## config.mk

```make
export PLATFORM = sky130hd
export DESIGN_NAME = seq_detector_flat
export DESIGN_NICKNAME = d
export VERILOG_FILES = /design/src/rtl/seq_detector_pkg.sv /design/src/rtl/seq_detector_if.sv /design/src/rtl/seq_detector_cnt.sv /design/src/rtl/seq_detector.sv /design/src/flat_wrapper.sv
export SDC_FILE = /design/constraint.sdc
export NUM_CORES = 1
export LEC_CHECK = 0
export BUFFER_PORTS_ARGS = -buffer_cell sky130_fd_sc_hd__buf_2
export CORE_AREA = 2 2 39 41
export CTS_CLUSTER_DIAMETER = 80
export DETAILED_ROUTE_END_ITERATION = 10
export DIE_AREA = 0 0 41 43
export GPL_TIMING_DRIVEN = 0
export PLACE_DENSITY_LB_ADDON = 0.2
export SLEW_MARGIN = 10
export SYNTH_ARGS = -nofsm -noshare
export SYNTH_HDL_FRONTEND = slang
export SYNTH_SLANG_ARGS = --single-unit
```

## constraint.sdc

```tcl
create_clock -name clk -period 1.2 [get_ports clk]
set_input_delay 0.36 -clock clk [delete_from_list [all_inputs] [get_ports clk]]
set_output_delay 0.36 -clock clk [all_outputs]
set_load 0.01 [all_outputs]
```

## src/rtl/seq_detector_pkg.sv

```systemverilog
// Shared types and constants for the 1011 serial pattern detector.
package seq_detector_pkg;

  typedef enum logic [2:0] {
    S_IDLE  = 3'd0,
    S_1     = 3'd1,
    S_10    = 3'd2,
    S_101   = 3'd3,
    S_MATCH = 3'd4
  } state_t;

  localparam logic [3:0] PATTERN     = 4'b1011;
  localparam int         PATTERN_LEN = 4;

endpackage

```

## src/rtl/seq_detector_if.sv

```systemverilog
// Serial line bundle for seq_detector; match_count exists only when SEQ_DET_COUNT_EN is defined.
interface seq_detector_if #(
  parameter int COUNT_W = 8
);
  logic data_in;
  logic detected;
`ifdef SEQ_DET_COUNT_EN
  logic [COUNT_W-1:0] match_count;

  modport master (output data_in, input  detected, input  match_count);
  modport slave  (input  data_in, output detected, output match_count);
`else
  // Width is accepted for build compatibility but has nothing to size here.
  if (COUNT_W < 1) begin : g_count_w_unused
  end

  modport master (output data_in, input  detected);
  modport slave  (input  data_in, output detected);
`endif
endinterface

```

## src/rtl/seq_detector_cnt.sv

```systemverilog
// Saturating match counter, cleared only by the asynchronous reset.
module seq_detector_cnt #(
  parameter int COUNT_W = 8
) (
  input  logic               clk,
  input  logic               reset_n,
  input  logic               i_inc,
  output logic [COUNT_W-1:0] o_count
);

  localparam logic [COUNT_W-1:0] CNT_MAX = {COUNT_W{1'b1}};

  logic [COUNT_W-1:0] r_count;

  // Count register: hold at all-ones once reached.
  always_ff @(posedge clk or negedge reset_n) begin
    if (!reset_n) begin
      r_count <= {COUNT_W{1'b0}};
    end else if (i_inc && (r_count != CNT_MAX)) begin
      r_count <= r_count + COUNT_W'(1);
    end else begin
      r_count <= r_count;
    end
  end

  assign o_count = r_count;

endmodule

```

## src/rtl/seq_detector.sv

```systemverilog
// Overlapping 1011 serial pattern detector (Moore FSM, one-cycle registered flag).
// Optional saturating match counter enabled by SEQ_DET_COUNT_EN.
module seq_detector
  import seq_detector_pkg::*;
#(
  parameter int COUNT_W = 8
) (
  input  logic          clk,
  input  logic          reset_n,
  seq_detector_if.slave bus
);

  state_t r_state;
  state_t w_next;
  logic   r_detected;

  // State register plus a registered copy of the S_MATCH decode.
  always_ff @(posedge clk or negedge reset_n) begin
    if (!reset_n) begin
      r_state    <= S_IDLE;
      r_detected <= 1'b0;
    end else begin
      r_state    <= w_next;
      r_detected <= (w_next == S_MATCH);
    end
  end

  // Each prefix state waits for the next pattern bit, MSB first.
  always_comb begin
    w_next = S_IDLE;
    case (r_state)
      S_IDLE:  w_next = (bus.data_in == PATTERN[PATTERN_LEN-1]) ? S_1     : S_IDLE;
      S_1:     w_next = (bus.data_in == PATTERN[PATTERN_LEN-2]) ? S_10    : S_1;
      S_10:    w_next = (bus.data_in == PATTERN[PATTERN_LEN-3]) ? S_101   : S_IDLE;
      S_101:   w_next = (bus.data_in == PATTERN[PATTERN_LEN-4]) ? S_MATCH : S_10;
      S_MATCH: w_next = bus.data_in ? S_1 : S_10;
      default: w_next = S_IDLE;
    endcase
  end

  assign bus.detected = r_detected;

`ifdef SEQ_DET_COUNT_EN
  logic               w_inc;
  logic [COUNT_W-1:0] w_count;

  assign w_inc = (w_next == S_MATCH);

  seq_detector_cnt #(
    .COUNT_W (COUNT_W)
  ) u_cnt (
    .clk     (clk),
    .reset_n (reset_n),
    .i_inc   (w_inc),
    .o_count (w_count)
  );

  assign bus.match_count = w_count;
`else
  if (COUNT_W < 1) begin : g_count_w_unused
  end
`endif

endmodule

```

## src/flat_wrapper.sv

```systemverilog
// flat-port wrapper written by rule: the top's interface ports become plain ports
module seq_detector_flat import seq_detector_pkg::*;
#(
  parameter int COUNT_W = 8
)
  (clk, reset_n, bus_data_in, bus_detected);
  seq_detector_if #(.COUNT_W(COUNT_W)) bus_i ();
  input  logic clk;
  input  logic reset_n;
  input wire logic [$bits(bus_i.data_in)-1:0] bus_data_in;
  output wire logic [$bits(bus_i.detected)-1:0] bus_detected;
  assign bus_i.data_in = bus_data_in;
  assign bus_detected = bus_i.detected;
  seq_detector #(.COUNT_W(COUNT_W)) u_core (.clk(clk), .reset_n(reset_n), .bus(bus_i));
endmodule
```

==> flow_summary.ini, run 1 <==
[clock_network]
clkLatencyLatePin_ns = 0.23
clk_transition_reported_paths_ns = 0.04
postCtsHoldBufs = 1
cts_repair_resize_count = 0
clock-sinks = 4
cts_tree = done
clockBufferDepth = 2
cts_inserted_buffers = 3
cts.repair_timing.setup_buffer_count = 0
root_buffer = sky130_fd_sc_hd__clkbuf_4
cts_htree_levels = 1

[sta]
timing.final.crit_share_pct = 92.3
tightestPinTransition_ns = 0.169
fin_crit_ns = 1.11
rsz0062_at_grt = no
worst_clock_skew_ns = 0.00173
report.final.setup_viol = 0
finalHoldViolations = 0
slew_viol_final = 0
totalNegativeSetupSlack_ns = 0
relative_slew_slack_pct = 88.7
max_freq_mhz = 903

[layout]
final_util_pct = 16.5
antenna_cells_inserted = 0
design.final.nets = 26
layoutNonFillerInstCount = 37
layout.cells.most_common = sky130_fd_sc_hd__dfrtp_1
areaGrowthSynthToFinish_pct = 41.9
final_cell_mix = 4 x sky130_fd_sc_hd__dfrtp_1, 3 x sky130_fd_sc_hd__nor2_1, 3 x sky130_fd_sc_hd__clkbuf_4, 3 x sky130_fd_sc_hd__buf_2
drive_gt1_share_pct = 28.6
final_cell_area_sq_um = 229

[pwr]
share_clk_of_total_power_pct = 46.9
power_switching_uw = 75.3
sequentialPowerShare_pct = 44.3
design_power_total_uw = 349
worst_supply_voltage_drop_on_vdd_v = 0.000437
sw_frac_of_total_pct = 21.6
internal_power_uw = 274
combPwrFrac_pct = 8.8
power_per_cell_area_nw_per_um2 = 1530
leakagePower_nw = 0.106

[routing]
drc = 0
detail_route.wirelength_um = 269
routed_wire_length_per_instance_um = 7.27
detail_route.first_pass.iterations = 3
route.detailed.vias_per_inst = 3.24
antenna_violating_nets_post_route = 0
detailroute.via_count = 120
drt-initial-drc-count = 10

[floorplan]
core_area_sq_um = 1380
die_width_um = 41
floorplan.die.height_um = 43
floorplan.rows = 14
die_area_sq_um = 1760
io-pin-count = 4
floorplan.initialDensity_pct = 11.7

[placed_design]
gp_routability_congestion = 0.584
dp.final_hpwl_um = 202
io_buffer_count = 3
dpl.cell_count = 33
post_dp_cell_area_sq_um = 196

[grt]
vias_in_the_first_global_route = 133
gr-total-overflow = 0
maximum_number_of_pins_on_one_net_before_global_route_repair = 7
grt_pass1_wl_um = 483
gr-usage-all-layers_pct = 4.63
initial_antenna_violation_count = 0

[setup_path]
critical_path_required_ns = 1.34
worst-path-max-fanout = 6
critPathLaunchType = flip-flop
timing.setup.critical_path_class = flip-flop to flip-flop
endpoint_class_of_the_critical_path = flip-flop
cp_arrival_ns = 1.25

[flow_run]
drv.max_cap_violation_count = 0

[status]
result_of_the_run = finished clean

[yosys]
synth_warn = 0
syn-mean-instance-area_sq_um = 11.5
post_synth_inst_count = 14
netlist_area_sq_um = 161
ys_types = 9
syn-num-nets = 17
yosys_register_bits = 4
synth-seq-area-share_pct = 62.0

[min_path]
min-delay-path-class = input port to flip-flop
-- cells by family after synthesis --
kind of cell | Yosys count | synth area share [%]
buffers and inverters | 1 | 2.32
flip-flops | 4 | 62.0
AO/OA/AOI/OAI | 3 | 13.2
AND/OR/NAND/NOR | 6 | 22.5
-- power groups by stage --
stage / clock [mW] / combinational, mW / sequential, mW
floorplan: 0 / 0.0176 / 0.156
global placement: 0 / 0.0292 / 0.157
detailed placement: 0 / 0.0287 / 0.157
CTS: 0.175 / 0.0314 / 0.155
global route: 0.183 / 0.0368 / 0.157
finish: 0.164 / 0.0308 / 0.155
-- critical path, cell delays in order, from the launching register on --
cell and delay (ns):
sky130_fd_sc_hd__dfrtp_1 0.41, sky130_fd_sc_hd__or4b_1 0.52, sky130_fd_sc_hd__o221ai_1 0.09
-- cell usage after synthesis --
| master | instances | area [sq um] |
|---|---|---|
| sky130_fd_sc_hd__or4b_1 | 1 | 10.0 |
| sky130_fd_sc_hd__inv_1 | 1 | 3.75 |
| sky130_fd_sc_hd__o21a_1 | 1 | 7.51 |
| sky130_fd_sc_hd__nor2_1 | 3 | 11.3 |
| sky130_fd_sc_hd__or2b_1 | 1 | 7.51 |
| sky130_fd_sc_hd__o221ai_1 | 1 | 8.76 |
| sky130_fd_sc_hd__a21oi_1 | 1 | 5.00 |
| sky130_fd_sc_hd__nand3b_1 | 1 | 7.51 |
| sky130_fd_sc_hd__dfrtp_1 | 4 | 100 |
-- worst paths after layout --
path,start,end,slack [ns],cells after the start
worst max-delay path,u_core.r_state[0]$_DFF_PN0_,u_core.r_state[1]$_DFF_PN0_,0.09,2
worst min-delay path,bus_data_in,u_core.r_state[0]$_DFF_PN0_,0.39,2
worst max register to register,u_core.r_state[0]$_DFF_PN0_,u_core.r_state[1]$_DFF_PN0_,0.09,2
worst min register to register,u_core.r_state[0]$_DFF_PN0_,u_core.r_state[2]$_DFF_PN0_,0.58,2
max in group asynchronous,reset_n,u_core.r_state[1]$_DFF_PN0_,0.63,2
min in group asynchronous,reset_n,u_core.bus.detected$_DFF_PN0_,0.46,2
-- metal layers --
layer	share of wire [%]	vias up	global-route usage, %	wire length, um
met3	4.5	0	1.57	12
met4	0	0	8.00	0
met5	0	-	0	0
met2	39	4	4.06	106
li1	-	66	-	-
met1	56	50	5.84	150
-- through the flow --
step | hold slack, ns | setup WS (ns)
4_1_cts | 0.381 | 0.0854
3_5_place_dp | 0.170 | 0.0270
5_1_grt | 0.393 | 0.0559
2_1_floorplan | 0.0644 | 0.156
6_report | 0.390 | 0.0928
3_3_place_gp | 0.167 | 0.0203
-- flip-flops by register name (all words and copies together) (netlist names) --
register,count
u_core.r_state,3
u_core.bus.detected,1
-- area by class of cell --
cell class                      instances  area [sq um]
Tap cell                               16          20.0
Clock buffer                            3          22.5
Timing Repair Buffer                    4          25.0
Multi-Input combinational cell          9          57.6
Fill cell                             152          1150
Inverter                                1          3.75
Sequential cell                         4           100
Note: power is estimated with default switching activity, not from simulation.
==> inputs of run 2 (changes only) <==
Settings changed: RECOVER_POWER set to 25, SKIP_LAST_GASP set to 1.
==> run 2 against run 1 <==
  * Sequential share of layout area is 0.24 points higher
  * Maximum frequency is essentially flat
  * Count of clock-buffer cells in the layout unchanged
  * Clock power hardly changed
  * Hold slack about the same
  * Non-clock buffer count did not move
  * First-iteration DRC count did not move
  * Utilization shrank 0.090 points
  * Largest power group unchanged
  * Highest routed layer unchanged
==> flow_summary.ini, run 2 (synthesis results as in run 1) <==
[grt]
vias_in_the_first_global_route = 133
maximum_number_of_pins_on_one_net_before_global_route_repair = 7
gr-total-overflow = 0
grt_pass1_wl_um = 483
gr-usage-all-layers_pct = 4.63
initial_antenna_violation_count = 0

[routing]
route.detailed.vias_per_inst = 3.24
drt-initial-drc-count = 10
drc = 0
antenna_violating_nets_post_route = 0
detail_route.wirelength_um = 269
routed_wire_length_per_instance_um = 7.27
detailroute.via_count = 120
detail_route.first_pass.iterations = 3

[floorplan]
die_width_um = 41
floorplan.die.height_um = 43
floorplan.initialDensity_pct = 11.7
core_area_sq_um = 1380
floorplan.rows = 14
io-pin-count = 4
die_area_sq_um = 1760

[sta]
finalHoldViolations = 0
max_freq_mhz = 903
totalNegativeSetupSlack_ns = 0
hold_ws_ns = 0.390
worst_clock_skew_ns = 0.00173
report.final.setup_viol = 0
tightestPinTransition_ns = 0.209
timing.final.crit_share_pct = 92.3
slew_viol_final = 0
fin_crit_ns = 1.11
relative_slew_slack_pct = 86.1
rsz0062_at_grt = no

[setup_path]
crit_path_slowest_cell = sky130_fd_sc_hd__or4b_1
worst-path-max-fanout = 6
cp_arrival_ns = 1.25
crit_chain = or4b_1, o221ai_1
endpoint_class_of_the_critical_path = flip-flop
timing.setup.critical_path_class = flip-flop to flip-flop
timing.reg2reg.worst_path_depth = 2
critPathLaunchType = flip-flop
slowest_delay_ns = 0.52
critical_path_required_ns = 1.34

[pwr]
leakagePower_nw = 0.104
power_per_cell_area_nw_per_um2 = 1530
worst_supply_voltage_drop_on_vdd_v = 0.000437

[clock_network]
cts_inserted_buffers = 3
clock-sinks = 4
cts_tree = done
root_buffer = sky130_fd_sc_hd__clkbuf_4
cts_repair_resize_count = 0
cts_htree_levels = 1
clockBufferDepth = 2
clk_transition_reported_paths_ns = 0.04
clkLatencyLatePin_ns = 0.23

[placed_design]
io_buffer_count = 3
gp_routability_congestion = 0.584
dp.final_hpwl_um = 202
post_dp_cell_area_sq_um = 196

[min_path]
timing.hold.worst_path_depth = 2
min-delay-path-class = input port to flip-flop

[layout]
final_cell_area_sq_um = 228
antenna_cells_inserted = 0
flip_flop_count_of_the_largest_register_all_copies_and_words_added = 3
final_cell_mix = 4 x sky130_fd_sc_hd__dfrtp_1, 3 x sky130_fd_sc_hd__nor2_1, 3 x sky130_fd_sc_hd__clkbuf_4
design.final.nets = 26
register_with_the_highest_flop_count = u_core.r_state
layout.cells.most_common = sky130_fd_sc_hd__dfrtp_1
drive_gt1_share_pct = 23.8
areaGrowthSynthToFinish_pct = 41.1

[status]
result_of_the_run = finished clean

[flow_run]
drv.max_cap_violation_count = 0
==> run 2: changes by cell type in the layout (fill, tap and decap cells not counted) <==
cell                       previous run  this run
sky130_fd_sc_hd__buf_2                3         2
sky130_fd_sc_hd__clkbuf_1             0         1
==> run 2: area by class of cell <==
type                            count  area, sq um
Inverter                            1         3.75
Tap cell                           16         20.0
Sequential cell                     4          100
Clock buffer                        3         22.5
Multi-Input combinational cell      9         57.6
Fill cell                         153         1160
Timing Repair Buffer                4         23.8
==> run 2: path summary, 6_finish.rpt <==
| check | from | endpoint | slack (ns) |
|---|---|---|---|
| min in group asynchronous | reset_n | u_core.bus.detected$_DFF_PN0_ | 0.48 |
| max reg2reg | u_core.r_state[0]$_DFF_PN0_ | u_core.r_state[1]$_DFF_PN0_ | 0.09 |
| max in group asynchronous | reset_n | u_core.r_state[1]$_DFF_PN0_ | 0.54 |
| min reg2reg | u_core.r_state[0]$_DFF_PN0_ | u_core.r_state[2]$_DFF_PN0_ | 0.58 |
| max | u_core.r_state[0]$_DFF_PN0_ | u_core.r_state[1]$_DFF_PN0_ | 0.09 |
| min | bus_data_in | u_core.r_state[0]$_DFF_PN0_ | 0.39 |
==> run 2: critical path, delay by kind of cell, from the launching register on <==
kind            cells  cell delay (ns)
flops               1             0.41
compound gates      1             0.09
simple gates        1             0.52
==> run 2: report_power, final <==
part / switching (mW) / internal, mW
Sequential: 0.00893 / 0.146
Combinational: 0.0144 / 0.0159
Clock: 0.0520 / 0.112
==> run 2: through the flow <==
step / util, % / std cells / power [mW] / worst slack (ns)
floorplan: - / 14 / 0.173 / 0.156
global placement: 14.2 / 33 / 0.186 / 0.0203
detailed placement: 14.2 / 33 / 0.186 / 0.0270
CTS: 16.5 / 37 / 0.361 / 0.0854
global route: 16.5 / 37 / 0.376 / 0.0559
finish: 16.5 / 37 / 0.349 / 0.0921
==> run 2: timing repair <==
item	in CTS	in global routing
setup endpoints to repair	0	0
hold buffers	1	0
endpoints found under the hold margin	4	0
setup buffers	0	0
==> run 2: layer usage <==
metal	vias up	track usage [%]	wire [um]
met2	4	4.06	107
met5	-	0	0
li1	65	-	-
met4	0	8.00	0
met3	0	1.57	12
met1	51	5.84	149
